## config.mk

```make
export PLATFORM = sky130hd
export DESIGN_NAME = mem_bridge
export DESIGN_NICKNAME = d
export VERILOG_FILES = /design/src/rtl/mem_bridge_pkg.sv /design/src/rtl/mem_lane_align.sv /design/src/rtl/mem_bridge.sv
export SDC_FILE = /design/constraint.sdc
export NUM_CORES = 1
export LEC_CHECK = 0
export ABC_CLOCK_PERIOD_IN_PS = 4200
export CAP_MARGIN = 15
export CORE_ASPECT_RATIO = 2
export CORE_MARGIN = 2
export CORE_UTILIZATION = 46
export CTS_CLUSTER_DIAMETER = 30
export CTS_CLUSTER_SIZE = 12
export DETAILED_ROUTE_END_ITERATION = 7
export PLACE_DENSITY_LB_ADDON = 0.05
export SETUP_SLACK_MARGIN = 0.2
export SYNTH_ARGS = -nofsm -noshare
export SYNTH_HDL_FRONTEND = slang
export SYNTH_SLANG_ARGS = --single-unit
```

## constraint.sdc

```tcl
create_clock -name clk_i -period 4.2 [get_ports clk_i]
set_input_delay 0.84 -clock clk_i [delete_from_list [all_inputs] [get_ports clk_i]]
set_output_delay 0.84 -clock clk_i [all_outputs]
set_load 0.01 [all_outputs]
```

## src/rtl/mem_bridge_pkg.sv

```systemverilog
// Shared types for the core-to-bus memory bridge.
package mem_bridge_pkg;

  typedef enum logic [1:0] {
    MEM_ACCESS_SIZE_BYTE = 2'd0,
    MEM_ACCESS_SIZE_HALF = 2'd1,
    MEM_ACCESS_SIZE_WORD = 2'd2
  } mem_access_size_t;

  typedef enum logic [1:0] {
    ST_IDLE = 2'd0,
    ST_REQ  = 2'd1,
    ST_RESP = 2'd2,
    ST_DONE = 2'd3
  } mem_bridge_state_t;

  // Request context that must survive past the accepting cycle.
  typedef struct packed {
    logic             we;
    logic [1:0]       addr_lo;
    mem_access_size_t size;
  } mem_req_t;

  localparam int unsigned MB_MIN_CNT_W = 8;

endpackage

```

## src/rtl/mem_lane_align.sv

```systemverilog
// Byte-lane steering: write strobes/data placement, read extraction, alignment check.
module mem_lane_align
  import mem_bridge_pkg::*;
(
  input  mem_access_size_t size,
  input  logic [1:0]       addr_lo,
  input  logic [31:0]      wdata,
  input  logic [31:0]      rdata,
  output logic [3:0]       strb,
  output logic [31:0]      wdata_lane,
  output logic [31:0]      rdata_ext,
  output logic             misaligned
);

  logic [31:0] rshift;
  assign rshift = rdata >> {addr_lo, 3'b000};

  always_comb begin
    strb       = 4'b1111;
    wdata_lane = wdata;
    rdata_ext  = rdata;
    misaligned = |addr_lo;
    case (size)
      MEM_ACCESS_SIZE_BYTE: begin
        strb       = 4'b0001 << addr_lo;
        wdata_lane = {4{wdata[7:0]}};
        rdata_ext  = {24'b0, rshift[7:0]};
        misaligned = 1'b0;
      end
      MEM_ACCESS_SIZE_HALF: begin
        strb       = 4'b0011 << addr_lo;
        wdata_lane = {2{wdata[15:0]}};
        rdata_ext  = {16'b0, rshift[15:0]};
        misaligned = addr_lo[0];
      end
      default: ;
    endcase
  end

endmodule

```

## src/rtl/mem_bridge.sv

```systemverilog
// Core memory port to word-wide valid/ready bus bridge with read-response strobe.
module mem_bridge
  import mem_bridge_pkg::*;
#(
  parameter int unsigned TIMEOUT = 255
) (
  input  logic             clk_i,
  input  logic             reset_i,
  input  logic             rd_req_i,
  input  logic [31:0]      rd_addr_i,
  input  mem_access_size_t rd_size_i,
  input  logic             wr_enable_i,
  input  logic [31:0]      wr_addr_i,
  input  logic [31:0]      wr_data_i,
  input  mem_access_size_t wr_size_i,
  output logic [31:0]      rd_data_o,
  output logic             busy_o,
  output logic             done_o,
  output logic             err_o,
  output logic             bus_valid_o,
  input  logic             bus_ready_i,
  output logic             bus_we_o,
  output logic [31:0]      bus_addr_o,
  output logic [31:0]      bus_wdata_o,
  output logic [3:0]       bus_strb_o,
  input  logic [31:0]      bus_rdata_i,
  input  logic             bus_rvalid_i
);

  localparam int unsigned CW    = ($clog2(TIMEOUT + 1) > MB_MIN_CNT_W) ?
                                  $clog2(TIMEOUT + 1) : MB_MIN_CNT_W;
  localparam int unsigned TLAST = (TIMEOUT > 0) ? TIMEOUT - 1 : 0;
  localparam logic [CW-1:0] CNT_LAST = CW'(TLAST);
  localparam logic [CW-1:0] CNT_MAX  = '1;

  mem_bridge_state_t state_q, state_d;
  mem_req_t          req_q;
  logic [CW-1:0]     cnt_q;
  logic              err_q;
  logic [31:0]       rd_data_q, bus_addr_q, bus_wdata_q;
  logic [3:0]        bus_strb_q;

  logic              new_req, tmo;
  logic [31:0]       in_addr;
  mem_access_size_t  in_size, sel_size;
  logic [1:0]        sel_lo;
  logic [3:0]        al_strb;
  logic [31:0]       al_wdata, al_rdata;
  logic              al_mis;

  // Writes win a simultaneous request; the read is simply not taken.
  assign new_req = wr_enable_i | rd_req_i;
  assign in_addr = wr_enable_i ? wr_addr_i : rd_addr_i;
  assign in_size = wr_enable_i ? wr_size_i : rd_size_i;

  // The aligner sees the incoming request while idle (for placement and the
  // alignment check) and the latched request afterwards (for read extraction).
  assign sel_size = (state_q == ST_IDLE) ? in_size : req_q.size;
  assign sel_lo   = (state_q == ST_IDLE) ? in_addr[1:0] : req_q.addr_lo;

  mem_lane_align u_align (
    .size       (sel_size),
    .addr_lo    (sel_lo),
    .wdata      (wr_data_i),
    .rdata      (bus_rdata_i),
    .strb       (al_strb),
    .wdata_lane (al_wdata),
    .rdata_ext  (al_rdata),
    .misaligned (al_mis)
  );

  assign tmo = (TIMEOUT != 0) && (cnt_q == CNT_LAST);

  always_ff @(posedge clk_i) begin
    if (reset_i) state_q <= ST_IDLE;
    else         state_q <= state_d;
  end

  always_comb begin
    state_d = state_q;
    case (state_q)
      ST_IDLE: if (new_req) state_d = al_mis ? ST_DONE : ST_REQ;
      ST_REQ: begin
        if (bus_ready_i) state_d = req_q.we ? ST_DONE : ST_RESP;
        else if (tmo)    state_d = ST_DONE;
      end
      ST_RESP: if (bus_rvalid_i || tmo) state_d = ST_DONE;
      default: state_d = ST_IDLE;
    endcase
  end

  always_comb begin
    busy_o      = (state_q == ST_REQ) || (state_q == ST_RESP);
    done_o      = (state_q == ST_DONE);
    err_o       = (state_q == ST_DONE) && err_q;
    bus_valid_o = (state_q == ST_REQ);
  end

  always_ff @(posedge clk_i) begin
    if (reset_i) begin
      req_q       <= '0;
      cnt_q       <= '0;
      err_q       <= 1'b0;
      rd_data_q   <= '0;
      bus_addr_q  <= '0;
      bus_wdata_q <= '0;
      bus_strb_q  <= '0;
    end else begin
      case (state_q)
        ST_IDLE: if (new_req) begin
          req_q.we      <= wr_enable_i;
          req_q.addr_lo <= in_addr[1:0];
          req_q.size    <= in_size;
          bus_addr_q    <= {in_addr[31:2], 2'b00};
          bus_wdata_q   <= wr_enable_i ? al_wdata : '0;
          bus_strb_q    <= wr_enable_i ? al_strb : 4'b0000;
          err_q         <= al_mis;
          cnt_q         <= '0;
          if (al_mis) rd_data_q <= '0;
        end
        ST_REQ: begin
          if (bus_ready_i) cnt_q <= '0;
          else if (tmo) begin
            err_q     <= 1'b1;
            rd_data_q <= '0;
          end else if (cnt_q != CNT_MAX) cnt_q <= cnt_q + 1'b1;
        end
        ST_RESP: begin
          if (bus_rvalid_i) rd_data_q <= al_rdata;
          else if (tmo) begin
            err_q     <= 1'b1;
            rd_data_q <= '0;
          end else if (cnt_q != CNT_MAX) cnt_q <= cnt_q + 1'b1;
        end
        default: ;
      endcase
    end
  end

  assign rd_data_o   = rd_data_q;
  assign bus_we_o    = req_q.we;
  assign bus_addr_o  = bus_addr_q;
  assign bus_wdata_o = bus_wdata_q;
  assign bus_strb_o  = bus_strb_q;

endmodule

```

* Word-level counts from Yosys, hierarchy flattened
Cells that the tools add are included.
** Cells by class
- Equal/unequal tests :: 12
- Bitwise logic cells :: 1
- Add/sub/neg operators :: 1
- Reduce and logical (&&, ||, !) cells :: 12
- Shift-type cells :: 3
- Mux-type cells :: 34
- Order comparisons :: 0
- Div/mod/pow operators :: 0
- Multiply operators :: 0
** Operators by type and width (count)
- $mux W32 :: 7
- $pmux W32 S2 :: 2
- $pmux W32 S3 :: 1
- $mux W8 :: 5
- $shr A32 B5 Y16 :: 1
- $pmux W8 S3 :: 1
- $mux W2 :: 8
- $ne A2 B2 Y1 const B :: 5
- $add A8 B1 Y8 const B :: 1
- $eq A8 B8 Y1 const B :: 1
- $ne A8 B8 Y1 const B :: 1
- $pmux W4 S2 :: 1
- $reduce_and A4 Y1 :: 2
- $pmux W2 S3 :: 1
- $reduce_and A3 Y1 :: 2
- $mux W1 :: 5
- $eq A2 B1 Y1 const B :: 2
- $eq A2 B2 Y1 const B :: 2
- $logic_not A2 Y1 :: 2
- $mux W4 :: 1
- $shl A1 B2 Y4 const A :: 1
- $shl A2 B2 Y4 const A :: 1
- $ne A3 B1 Y1 const B :: 1
- $pmux W1 S3 :: 1
- 7 further kinds :: 8
** Storage, ports and cells
- Memories :: 0
- Latch bits :: 0
- Output and inout port bits :: 105
- Logic and storage cells :: 73
- Input bits :: 138
- ROM bits :: 0
- Register bits :: 114
- Memory bits (writable) :: 0

* Longest topological paths before layout
- Word-level depth :: 7
- Gate-level depth with buffers :: 10
- Gate-level depth less buffers :: 7

* Hierarchy
Synthesis repeated with hierarchy kept, for this count alone.
** Second synthesis, totals
- Cells, all modules :: 651
- Area, all modules :: 5841.9 µm²
** Modules (own cells, without submodules)
- mem_bridge :: instances 1, area an instance 4738.3 µm², cells each 506, sequential area each 2282.2 µm²
- mem_lane_align :: instances 1, area an instance 1103.6 µm², cells each 145, sequential area each 0.0 µm²

* Least setup slack after synthesis
No wires, ideal clock.
- Kind :: input to register
- Start :: in wr_enable_i
- End :: reg bus_wdata_q[18] (netlist: bus_wdata_o[18])
- Stages :: 7
- Setup slack :: 1.988 ns
- Arrival :: 2.085 ns
- Data required time :: 4.072 ns
- Buffers on the path :: 2
- Setup time :: 0.128 ns
- Path through :: buf_6 mux2i_2 a21oi_4 buf_2 mux2_1 a22oi_1 nor2_1
** Between the ends
- Word-level cells in the longest chain between the ends :: 5
- Elaborated cells between the ends (all ways) :: 8
- Those cells by class :: eq/ne (1); mux (4); bitwise (1); reduce/logical (2)
** RTL lines
- start, declared :: RTL line mem_bridge.sv:12 : input logic wr_enable_i,
- $mux W2 :: RTL line mem_bridge.sv:54 : assign in_size = wr_enable_i ? wr_size_i : rd_size_i;
- $mux W2 :: RTL line mem_bridge.sv:58 : assign sel_size = (state_q == ST_IDLE) ? in_size : req_q.size;
- $eq A2 B1 Y1 / $logic_not A2 Y1 (equally long branches) :: RTL line mem_lane_align.sv:23 : case (size)
- $pmux W32 S2 :: RTL line mem_lane_align.sv:23
- $mux W32 :: RTL line mem_bridge.sv:115 : bus_wdata_q <= wr_enable_i ? al_wdata : '0;
- end signal, assigned :: RTL line mem_bridge.sv:115
- end, declared :: RTL line mem_bridge.sv:40 : logic [31:0] rd_data_q, bus_addr_q, bus_wdata_q;
Parallel ways exist; a longest one is shown, timed or not.
A chain may end at the register's enable or synchronous reset.

* Final worst setup path
- Start :: reg state_q[1]
- End :: reg bus_wdata_q[24] (netlist: bus_wdata_o[24])
** Between the ends
- Word-level cells in the longest chain between the ends :: 5
- Elaborated cells between the ends (all ways) :: 7
- Those cells by class :: eq/ne (1); mux (3); reduce/logical (3)
** RTL lines
- start, declared :: RTL line mem_bridge.sv:36 : mem_bridge_state_t state_q, state_d;
- start signal, assigned :: RTL line mem_bridge.sv:76 : else state_q <= state_d;
- $logic_not A2 Y1 * :: RTL line mem_bridge.sv:58, mem_bridge.sv:109
- $mux W2 :: RTL line mem_bridge.sv:58
- $eq A2 B1 Y1 / $logic_not A2 Y1 (equally long branches) :: RTL line mem_lane_align.sv:23
- $pmux W32 S2 :: RTL line mem_lane_align.sv:23
- $mux W32 :: RTL line mem_bridge.sv:115
Mark *: on every way between the ends. The rest lies on a longest branch, timed or not.

==> flow_metrics.py <==
metrics = {
    "setup_path": {
        "path_class": "reg2reg",
        "slowest_delay_ps": 580,
        "critPathMostFrequentCell": "buf_4",
        "r2r_cells": 8,
        "worstPathRequired_ps": 4540,
        "crit_chain": "inv_1 > ha_1 > buf_4 > buf_4 > and2_1 > and2b_1 > o21ai_1 > o21ai_0",
        "crit_path_start_kind": "flip-flop",
        "arrival_ps": 3270,
        "end_kind": "flip-flop",
        "r2r_start": "state_q[1]",
        "critical_path.max_fanout": 16,
        "slowest_stage": "ha_1",
        "path_buf_inv": 3,
        "ff2ff_setup_slack_ps": 1270,
        "crit_family": "simple AND/OR/NAND/NOR gates",
        "r2r-end": "bus_wdata_o[24]",
    },
    "die": {
        "fp-row-count": 57,
        "die_x_um": 82.1,
        "num_io_pins": 243,
        "die_h_um": 160,
        "die_area_mm2": 0.0132,
        "coreArea_mm2": 0.0121,
        "start_util": 0.466,
    },
    "sta": {
        "max_slew.worst_pin.slew_ps": 971,
        "setup_violations": 0,
        "timing.fmax_mhz": 342,
        "fin_skew_ps": 11.7,
        "rsz0062_at_grt": "no",
        "drv_slew": 0,
        "slew_headroom": 0.350,
        "finalHoldViolCount": 0,
        "timing.final.crit_share": 0.697,
        "fin_setup_tns_ps": 0,
        "min_period_ps": 2930,
    },
    "route": {
        "drt-total-wl_um": 18800,
        "ant_nets": 0,
        "wire_per_inst_um": 18.7,
        "drc": 0,
        "routed_via_density": 5.75,
        "drt_iter0_drc": 247,
        "drtPass1Iterations": 4,
        "vias": 5791,
    },
    "synthesis": {
        "ys_types": 56,
        "yosys-top-cells-area": "dfxtp_1 (41%), a211oi_1 (6.9%), mux2i_1 (6.1%)",
        "syn-cell-area_mm2": 0.00562,
        "synth_most_common_cell": "dfxtp_1",
        "synth_top_cell_area_share": 0.406,
        "synth-async-reset-ratio": 0,
        "ys_ff_latch": 114,
        "netlist_instances": 634,
        "synth_common_cells": "dfxtp_1 (114), nor2_1 (73), a211oi_1 (52)",
        "seq_area_frac_synth": 0.406,
        "yosysWarnings": 0,
        "avgSynthCellArea_um2": 8.86,
        "synthFlopType": "dfxtp_1",
        "yosys.area.top_type": "dfxtp_1",
        "synth_edf_count": 0,
    },
    "placement": {
        "dpl.hpwl_um": 14000,
        "portBuffers": 240,
        "gp_congestion": 0.962,
    },
    "min_path": {
        "holdPathEnd": "bus_wdata_o[2]",
        "hold-path-cell-count": 2,
        "hp-start": "bus_wdata_o[2]",
        "hp-class": "reg2reg",
    },
    "grt": {
        "grt_usage": 0.289,
        "met2_usage": 0.501,
        "use_met3": 0.0819,
        "first_global_vias": 5855,
        "antenna_found_initial": 0,
        "grt-ovfl-total": 0,
        "busiest_layer": "met2",
        "grt_max_degree": 68,
        "grt_pass1_wl_um": 29300,
        "met1_usage": 0.299,
    },
    "final_layout": {
        "drive_gt1_frac": 0.0779,
        "synthToLayoutAreaGrowth_pct": 53.4,
        "layout.nets": 991,
        "diodes": 0,
        "fill_cells": 970,
    },
    "clock_network": {
        "cts_tree": "done",
        "post_cts_resize_count": 0,
        "cts_htree_levels": 4,
        "cts_buffers": 17,
        "cts-root-buf": "clkbuf_16",
        "postCtsHoldBufs": 0,
        "cts_max_path_buffers": 2,
        "clkTransAtPathRegs_ps": 60,
        "cts_sinks": 114,
        "post_cts_buffers": 0,
        "worstSkewPairLatency_ps": 420,
    },
    "pwr": {
        "ir_drop_v": 0.000480,
        "p_per_area_mw_per_mm2": 646,
        "power.leakage_nw": 3.29,
        "total_power_w": 0.00556,
    },
    "job": {
        "drv_cap": 0,
    },
    "outcome": {
        "status": "finished, final reports clean",
    },
}
==> routing by layer <==
metal  vias up  wire length, µm
met5         -                0
met4         0             1020
met3        58             1350
met2       278             9940
met1      2707             6510
li1       2748                -
==> cells by family after synthesis <==
logic type / after synthesis / share of synthesized area
compound gates: 200 / 0.264
fa+ha+maj: 6 / 0.0134
buf+inv: 76 / 0.0690
flops: 114 / 0.406
mux: 50 / 0.0935
other cells: 1 / 0.000668
simple gates: 187 / 0.153
==> power breakdown <==
part           internal [W]  switching (W)
Clock               0.00110       0.000503
Sequential          0.00131       0.000136
Combinational       0.00105        0.00146
Total               0.00347        0.00210
==> worst max path at each step <==
stage,startpoint,endpoint,cells after the start
final,state_q[1],bus_wdata_o[24],8
after global routing,state_q[1],rd_data_o[30],7
after CTS,state_q[1],bus_wdata_o[24],8
after detailed placement,rd_addr_i[1],rd_data_o[8],8
after global placement,rd_size_i[1],rd_data_o[18],6
after floorplan,wr_enable_i,bus_wdata_o[18],7
==> worst register-to-register path, delay by kind of cell (launching register included) <==
family / cells / cell delay [ps]
AOI/OAI and AO/OA: 2 / 320
adders and majority gates: 1 / 580
buffers and inverters: 3 / 660
DFF: 1 / 350
and+or+nand+nor: 2 / 960
==> layout by cell type (no fill, tap or decap), types with 10 or more instances in the layout <==
master,Yosys,final
inv_1,20,20
a32o_1,16,16
o221ai_1,10,10
nand3_1,13,13
o21ai_1,22,21
nor3_1,13,13
nor2_1,73,73
a21oi_1,23,23
o21ai_0,17,17
dfxtp_1,114,114
clkbuf_16,0,17
a211oi_1,52,52
mux2_1,10,10
mux2i_1,34,34
nand2_1,46,46
nand4_1,11,11
a22o_1,19,19
clkdlybuf4s50_1,0,238
==> through the flow <==
stage | cell area, µm² | util | hold slack (ps) | setup WS (ps) | std cells
after global placement | 7960 | 0.661 | 438 | 1120 | 975
after floorplan | 5620 | - | 470 | 1990 | 635
after global routing | 8620 | 0.715 | 466 | 1030 | 1007
after CTS | 8620 | 0.715 | 454 | 1240 | 1007
after detailed placement | 7960 | 0.661 | 447 | 1010 | 975
final | 8620 | 0.715 | 449 | 1270 | 1007
==> cell type report <==
cell class | count | area, µm² | area share
tap | 147 | 184 | 0.0213
inverter | 20 | 75.1 | 0.00871
sequential | 114 | 2280 | 0.265
clock inverter | 8 | 174 | 0.0202
multi-input combinational | 445 | 2960 | 0.344
clock buffer | 24 | 482 | 0.0559
timing repair buffer | 249 | 2460 | 0.285
==> registers in the layout, indices dropped and copies added (netlist names) <==
name         cells
bus_wdata_o     32
rd_data_o       32
bus_addr_o      30
cnt_q            8
bus_strb_o       4
req_q            4
state_q          2
bus_we_o         1
err_q            1
(Power assumes the default switching activity.)
==> RTL edit, RTL diff (same flow settings) <==
The 4 states of `mem_bridge_state_t` get a one-hot encoding in 4 bits.
--- a/src/rtl/mem_bridge_pkg.sv
+++ b/src/rtl/mem_bridge_pkg.sv
@@ -9,7 +9,7 @@
 
-  typedef enum logic [1:0] {
-    ST_IDLE = 2'd0,
-    ST_REQ  = 2'd1,
-    ST_RESP = 2'd2,
-    ST_DONE = 2'd3
+  typedef enum logic [3:0] {
+    ST_IDLE = 4'b0001,
+    ST_REQ  = 4'b0010,
+    ST_RESP = 4'b0100,
+    ST_DONE = 4'b1000
   } mem_bridge_state_t;
Check against the original RTL: no difference found for any inputs over 4 cycles, from zero or initial values and one cycle with reset_i high; so few cycles prove little.
==> RTL edit against the original RTL <==
Die area fell by 4.4%; count of clock-buffer cells in the layout did not move; synthesized area fell by 4.6%; sequential power rose by 9.7%; sequential cell count rose by 2; setup slack got worse by 120 ps; combinational power fell by 9.2%; routed wire length fell by 4.2%; clock skew fell by 7.0 ps; power fell by 6.0%; via count fell by 3.6%; register-to-register slack improved by 200 ps; final area fell by 2.8%; critical path type is now flip-flop to output port.
==> RTL edit: results (changes against the original RTL) <==
Outcome
  – Outcome: finished, final reports clean

Placed design
  – Dpl cell area: 7830 um^2 (-1.7%)
  – Pre-CTS setup slack: 886 ps (-126 ps)
  – Final HPWL from detailed placement: 13,400 um (-4.6%)
  – Port bufs: 240 (unchanged)
  – RePlAce Congestion: 0.867 (-9.9%)

Power and ir drop
  – Peak supply drop: 0.000382 V (-21%)
  – Psw: 0.00190 W (-9.6%)
  – Leakage: 3.23 nW (-1.8%)

Global route
  – Number of global-route vias before repair: 5,593 (-4.5%)
  – Pin count of the biggest net entering global routing: 61 (-10%)
  – First-pass GRT wire length: 27,700 um (-5.4%)
  – Overall Global Routing Usage: 28.4% (-0.52 points)

Synth
  – Yosys warns: 0 (unchanged)
  – Complex-gate fraction of the synthesized area: 25.4% (-0.97 points)
  – Post-Synth XOR/XNOR Area: 0% (unchanged)
  – Synth area leaders: dfxtp_1, mux2i_1, nor2_1, a211oi_1, a22o_1
  – Yosys top cell by area: dfxtp_1
  – Post-synth ARST share: 0% (unchanged)
  – Synth Area in Adders: 0.467% (-0.87 points)
  – Post-synthesis mux area share: 11.2% (+1.8 points)
  – Seq/Total Area, Yosys: 43.3% (+2.7 points)
  – Synth cell types: 57 (+1.8%)
  – Commonest cells post-synth: dfxtp_1, nor2_1, mux2i_1

Clock network
  – Clock buffers created by TritonCTS: 17 (unchanged)
  – H-tree levels: 4 (unchanged)
  – Root Driver: clkbuf_16
  – Clk_lat worst skew: 410 ps
  – Largest buffer count on any clock path: 2 (unchanged)
  – Post-CTS setup repair buffer count: 0 (unchanged)
  – Reg clk slew, reported paths: around 50 ps

Cells and area
  – Layout cell share with drive strength beyond 1: 7.05% (-0.74 points)
  – Diode count: 0 (unchanged)
  – Nets@finish: 953 (-3.8%)
  – Layout fillers: 895 (-7.7%)

Detailed routing
  – Initial DRT Pass Iterations: 5 (+1)
  – Iteration-0 DRC count of the detailed router: 467 (+89%)
  – WL final: 18,000 um (-4.2%)
  – Vias/cell: 5.78 (+0.57%)

Critical path
  – Arrival time at the worst endpoint: 2210 ps (-1060 ps)
  – CP Max Fanout: 11 (-5)

STA
  – Post-Route Skew: 4.72 ps (-6.95 ps)
  – Relative slew slack: 29.4% (-5.7 points)
## RTL edit: kinds of logic after synthesis
group,Yosys count
DFF,116
other,1
AOI/OAI and AO/OA,182
and+or+nand+nor,176
buffers and inverters,53
adders and majority gates,2
muxes,58
## RTL edit: stage by stage
stage	cells	hold WS [ps]	utilization, %
3_5_place_dp	936	444	68.9
4_1_cts	965	456	73.8
6_report	965	454	73.8
5_1_grt	965	475	73.8
3_3_place_gp	936	435	68.9
2_1_floorplan	589	467	-
## RTL edit: cell type report
type / count / share of cell area [%]
flip-flops and latches: 116 / 27.7
clock buffers: 24 / 5.63
multi-input cells: 420 / 33.8
well taps: 142 / 2.12
inverters: 9 / 0.403
clock inverters: 5 / 0.926
repair buffers: 249 / 29.4
## RTL edit: power by group through the flow
| stage | combinational, W | sequential (W) | clock, W |
|---|---|---|---|
| 2_1_floorplan | 0.00120 | 0.00168 | 0 |
| 3_3_place_gp | 0.00222 | 0.00159 | 0 |
| 3_5_place_dp | 0.00226 | 0.00160 | 0 |
| 4_1_cts | 0.00228 | 0.00159 | 0.00138 |
| 5_1_grt | 0.00246 | 0.00163 | 0.00143 |
| 6_report | 0.00228 | 0.00159 | 0.00137 |
## RTL edit: per-layer routing
metal  vias up  global-route usage [%]  routed length (um)
met2       312                    52.6                9880
met3        55                    8.71                1410
met4         0                    14.3                 641
met1      2587                    27.5                6110
li1       2627                       -                   -
met5         -                       0                   0
## RTL edit: worst paths after layout
path                                       from         endpoint  slack [ps]  cells after the start
worst min register to register  bus_wdata_o[29]  bus_wdata_o[29]         450                      2
worst max-delay path                 state_q[2]           busy_o        1150                      3
worst max register to register       state_q[0]   bus_wdata_o[8]        1470                      6
worst min-delay path            bus_wdata_o[29]  bus_wdata_o[29]         450                      2
## RTL edit: critical path: stages (launching register included)
cell and delay (ps):
dfxtp_1 540, or4b_4 550, nand2_1 150, clkdlybuf4s50_1 550
